File: src/rtl/ram.sv
`default_nettype none
// ============================================================================
//  Module      : ram
//  Description : 256 x 8 general-purpose data RAM for the 8-bit CPU datapath.
//                Combinational read, synchronous write, asynchronous clear of
//                the whole array on an active-low reset.
//  Revision    : 1.0 - initial release
// ============================================================================
module ram #(
    parameter int ADDR_WIDTH = 8,
    parameter int DATA_WIDTH = 8
) (
    input  logic                  clk,
    input  logic                  rst_n,
    input  logic [ADDR_WIDTH-1:0] address,
    output logic [DATA_WIDTH-1:0] data,
    input  logic                  write,
    input  logic [DATA_WIDTH-1:0] write_data
);

    localparam int c_DEPTH = 2 ** ADDR_WIDTH;

    // Implemented as a flop array so every word can be cleared asynchronously.
    logic [DATA_WIDTH-1:0] r_mem [c_DEPTH];

    // One-hot write select, decoded independently of the read mux.
    logic [c_DEPTH-1:0]    w_word_sel;

    // Write-address decode: a word is selected only while write is asserted.
    always_comb begin
        w_word_sel = '0;
        for (int i = 0; i < c_DEPTH; i++) begin
            w_word_sel[i] = write && (address == ADDR_WIDTH'(i));
        end
    end

    // Storage: reset clears every word; otherwise only the selected word loads.
    always_ff @(posedge clk or negedge rst_n) begin
        if (!rst_n) begin
            for (int i = 0; i < c_DEPTH; i++) begin
                r_mem[i] <= '0;
            end
        end else begin
            for (int i = 0; i < c_DEPTH; i++) begin
                if (w_word_sel[i]) begin
                    r_mem[i] <= write_data;
                end
            end
        end
    end

    // Read mux: zero-latency, always driven. Old contents are visible until the
    // enabling edge updates the array; there is no write-first bypass.
    always_comb begin
        data = r_mem[address];
    end

endmodule
`default_nettype wire

File: config.mk
export PLATFORM = sky130hd
export DESIGN_NAME = ram
export DESIGN_NICKNAME = d
export VERILOG_FILES = /design/src/rtl/ram.sv
export SDC_FILE = /design/constraint.sdc
export NUM_CORES = 2
export LEC_CHECK = 0
export CAP_MARGIN = 20
export CORE_UTILIZATION = 50
export DETAILED_ROUTE_END_ITERATION = 8
export PLACE_DENSITY = 0.71
export REMOVE_ABC_BUFFERS = 1
export SYNTH_ARGS = -nofsm -noshare
export SYNTH_HDL_FRONTEND = slang
export SYNTH_SLANG_ARGS = --single-unit
File: constraint.sdc
create_clock -name clk -period 2.2 [get_ports clk]
set_input_delay 0.22 -clock clk [delete_from_list [all_inputs] [get_ports clk]]
set_output_delay 0.22 -clock clk [all_outputs]
set_load 0.02 [all_outputs]
* After elaboration in Yosys (flattened, before gate mapping) *
Index checks and enable logic that the tools add are counted.

operators by class
  bitwise gates (word level) = 1
  reduce and logical (&&, ||, !) cells = 257
  equal/unequal tests = 255
  order comparisons = 1
  mux-type cells = 3

operators by type and width
  cell                                                                   count
  8-bit equality test, second input constant                             128
  8-bit by 7-bit equality test with 1-bit output, second input constant  64
  8-bit by 6-bit equality test with 1-bit output, second input constant  32
  1-bit logical AND                                                      256
  8-bit by 5-bit equality test with 1-bit output, second input constant  16
  8-bit binary-select mux with 8-bit select                              1
  8-bit by 4-bit equality test with 1-bit output, second input constant  8
  8-bit by 3-bit equality test with 1-bit output, second input constant  4
  8-bit by 2-bit equality test with 1-bit output, second input constant  2
  8-bit 2-to-1 mux                                                       2
  9-bit >= comparator, second input constant                             1
  8-bit NOT with 9-bit output                                            1
  8-bit by 1-bit equality test with 1-bit output, second input constant  1
  8-bit zero test                                                        1

word-level totals
  bits of input ports = 19
  logic and storage cells = 773
  output and inout port bits = 8
  bits in registers = 2048

* Depth between registers and ports, before layout *
  word-level depth = 4
  mapped depth = 9
  depth with buffers taken out = 5

* Worst setup path before layout *
No wires, ideal clock.

  path type = input to output
  start point = in address[1]
  end point = out data[0]
  buffers on the path = 3
  stages = 8
  data arrival time = 2.188 ns
  setup slack = -0.208 ns
  path through = buf_2 -> clkbuf_1 -> clkbuf_1 -> mux4_2 -> a22oi_1 -> a21oi_1 -> o41ai_1 -> nand4_1

between the ends
  cells in the longest elaborated chain, start to end = 4

RTL lines
  item                                                  RTL line  RTL
  from (decl)                                           15        input logic [ADDR_WIDTH-1:0] address,
  8-bit NOT with 9-bit output (implied by the code)     55        data = r_mem[address];
  8-bit binary-select mux with 8-bit select             55
  8-bit 2-to-1 mux (implied by the code) (2 in series)  55
  to (decl)                                             16        output logic [DATA_WIDTH-1:0] data,

Every way passes these cells. The select of a mux whose other input is x is not followed.

* Final worst setup path *
  start point = reg r_mem[1667] (netlist name)
  end point = out data[3]

between the ends
  cells in the longest elaborated chain, start to end = 3

RTL lines
  item                                                  RTL line  RTL
  from (decl)                                           24        logic [DATA_WIDTH-1:0] r_mem [c_DEPTH];
  from (signal, indexed assignment)                     46        r_mem[i] <= write_data;
  8-bit binary-select mux with 8-bit select             55
  8-bit 2-to-1 mux (implied by the code) (2 in series)  55

Every way passes these cells. The select of a mux whose other input is x is not followed.

==> flow_metrics.py <==
metrics = {
    "run_status": {
        "outcome": "complete, but fails checks",
        "failed_checks": "negative setup slack",
    },
    "setup_path": {
        "crit_buf_inv": 2,
        "rr_worst_depth": 2,
        "critical_path_arrival_ns": 3.55,
        "path_cells": "mux4_2 -> a22oi_1 -> a21oi_1 -> o41ai_4 -> buf_4 -> nand4_1 -> buf_6",
        "r2r_end": "r_mem[1735]",
        "endpoint_kind": "output port",
        "worstSetupPathType": "reg2out",
        "ff2ff_setup_slack_ns": 1.31,
        "start_kind": "flip-flop",
        "worstPathMaxFanout": 2,
        "critPathLaunch": "r_mem[1667]",
        "crit_required_ns": 1.98,
        "crit_family": "compound AO/OA/AOI/OAI gates",
        "critical_path_depth": 7,
        "r2r-start": "r_mem[1735]",
        "crit_slowest_cell": "o41ai_4",
        "crit_end": "data[3]",
        "crit_path_max_incr_delay_ns": 0.65,
    },
    "route": {
        "finalWirelength_um": 251000,
        "wl_per_cell_um": 27.6,
        "routed-via-count": 55600,
        "drt_pass1_iterations": 5,
        "drt_iter0_markers": 4754,
        "drc": 0,
        "viasPerCell": 6.12,
        "ant_nets": 0,
    },
    "hold_path": {
        "hp-class": "in2async",
    },
    "sta": {
        "fin_crit_ns": 3.77,
        "drv_slew": 0,
        "layout_setup_ws_ns": -1.57,
        "finalCritPeriodShare_pct": 171,
        "relSlewSlack_pct": 52.3,
        "fin_tns_setup_ns": -10.89,
        "finalSetupViolations": 8,
        "grt_setup_unrepaired": "true",
        "worst-slew-pin-transition_ns": 0.715,
        "fin_worst_skew_ns": 0,
        "max_freq_mhz": 265,
        "hold_violations": 0,
    },
    "synth": {
        "yosysMostFrequentCell": "dfrtp_1",
        "synth_area_um2": 92700,
        "ys_warn_count": 0,
        "synth_edf_count": 0,
        "yosysTopAreaCellShare_pct": 55.3,
        "synthTopCellsByCount": "dfrtp_1 (2,048), mux2_2 (2,036), mux4_2 (512)",
        "synthFlopType": "dfrtp_1",
        "ys_types": 29,
        "synth-compound-area-share_pct": 3.07,
        "synthSimpleGateAreaFrac_pct": 2.24,
        "synth_top_family_by_area": "multiplexers",
        "netlist_instances": 5834,
        "synth.area.top_cells": "dfrtp_1 (55%), mux2_2 (25%), mux4_2 (12%)",
        "synth_largest_area_cell": "dfrtp_1",
        "synth.area.mux_share_pct": 37.3,
        "avgSynthCellArea_um2": 15.9,
        "synth_xor_area_share_pct": 0,
        "async_flop_share_pct": 100,
        "ys_seq_elements": 2048,
        "synthAdderAreaFrac_pct": 0,
        "ys_seq_area_share_pct": 55.3,
    },
    "global_route": {
        "grt_max_degree": 132,
        "grtUsageTotal_pct": 27.3,
        "grt_overflow_total": 0,
        "grt_pass1_vias": 59500,
        "antenna_found_initial": 1,
        "grt_pass1_wl_um": 387000,
    },
    "pwr": {
        "power_mw": 84.5,
        "p_switching_mw": 20.0,
        "internal-power_mw": 64.5,
        "power_frac_seq_pct": 47.8,
        "switching_share_pct": 23.6,
        "p_leak_nw": 52.5,
        "clkPwrFrac_pct": 43.5,
        "combPwrFrac_pct": 8.6,
        "p_per_area_nw_per_um2": 750,
        "vdd_drop_max_v": 0.000682,
    },
    "placement": {
        "hpwl_um": 167000,
        "gp_congestion": 0.887,
        "placement.io_buffers": 26,
    },
    "final_layout": {
        "largest_reg_flops": 2048,
        "multi_input_area_um2": 40600,
        "layout-drive-gt1-share_pct": 62.7,
        "area_growth_syn_to_layout_pct": 21.5,
        "largest-register": "r_mem",
        "reg.largest.list": "r_mem (2048)",
        "final_nets": 6459,
        "fillCellCount": 13100,
        "seqCellArea_um2": 51200,
    },
    "clock_network": {
        "clk_latency_ns": 0.84,
        "clk_path_buf_depth": 3,
        "htree_num_levels": 4,
        "numCtsBuffers": 207,
        "clock_sinks": 2048,
        "cts_tree": "yes",
        "clk_pin_slew_ns": 0.06,
        "root_buffer": "clkbuf_16",
    },
    "flow_run": {
        "max-cap-violations": 0,
    },
    "floorplan": {
        "initial_core_util_pct": 50.5,
        "rows": 157,
        "dieArea_um2": 187000,
        "die_h_um": 433,
        "fp.dieW_um": 433,
        "coreArea_um2": 184000,
        "boundaryPins": 27,
    },
}
area by class of cell:
class,count,area share (%)
Antenna cell,2,0.00444
Clock buffer,312,5.57
Clock inverter,67,0.837
Inverter,1,0.00333
Multi-Input combinational cell,3324,36.0
Sequential cell,2048,45.5
Tap cell,2464,2.74
Timing Repair Buffer,858,9.29
worst min-delay path by stage:
stage | start | endpoint | slack [ns] | cells after the start
2_1_floorplan | rst_n | r_mem[0] | -0.08 | 0
5_1_grt | rst_n | r_mem[1677] | 0.21 | 3
3_3_place_gp | rst_n | r_mem[1022] | 0.16 | 1
4_1_cts | rst_n | r_mem[1677] | 0.16 | 3
6_report | rst_n | r_mem[1677] | 0.21 | 3
3_5_place_dp | rst_n | r_mem[1022] | 0.16 | 1
metal layers:
metal / vias to the layer above / global-route usage (%) / share of wire [%]
li1: 23200 / - / -
met1: 30400 / 38.3 / 43
met2: 1530 / 43.0 / 48
met3: 442 / 4.57 / 5.2
met4: 0 / 10.2 / 3.7
met5: - / 0 / 0
through the flow:
step	hold slack [ns]	cells	cell area [um^2]	setup slack (ns)	utilization (%)
5_1_grt	0.207	9074	113000	-1.58	61.3
3_5_place_dp	0.159	8688	104000	-2.33	56.7
6_report	0.207	9076	113000	-1.57	61.3
4_1_cts	0.164	9079	112000	-1.66	61.1
3_3_place_gp	0.159	8687	104000	-2.89	56.7
2_1_floorplan	-0.0756	5373	90800	-4.79	-
cell families after synthesis:
group	after synthesis
AOI/OAI and AO/OA	416
buffers and inverters	462
DFF	2048
and+or+nand+nor	348
muxes	2560
worst register-to-register path: stages (launching register included):
cell     delay [ns]
dfrtp_1        0.38
buf_4          0.13
mux2_2         0.26
power by group through the flow:
stage          combinational, mW  clock, mW  sequential [mW]
2_1_floorplan               3.20          0             40.7
3_3_place_gp                6.95          0             40.9
3_5_place_dp                7.14          0             41.0
4_1_cts                     7.30       37.4             40.4
5_1_grt                     7.80       38.9             40.6
6_report                    7.31       36.8             40.4
what timing repair did:
action,in CTS,in global routing
buffers inserted,7,3
resized for setup,131,80
pin swaps,50,63
hold buffers,10,0
endpoints found under the setup margin,8,188
endpoints found under the hold margin,2323,0
cloned,1,0
placed cells by master (no fill, tap or decap), types with 16 or more instances in the layout:
master and instances:
mux4_2 512, mux2_2 2036, buf_4 509, a22oi_1 168
dfrtp_1 2048, nor2_1 19, clkbuf_8 63, clkbuf_1 39
clkinv_2 30, a21oi_2 31, o41ai_4 16, nor2_2 191
buf_12 301, a22oi_2 88, clkbuf_16 210, a21oi_1 91
nand2_2 54, bufinv_16 16, buf_6 17, nand2_1 34
(Power assumes the default switching activity.)
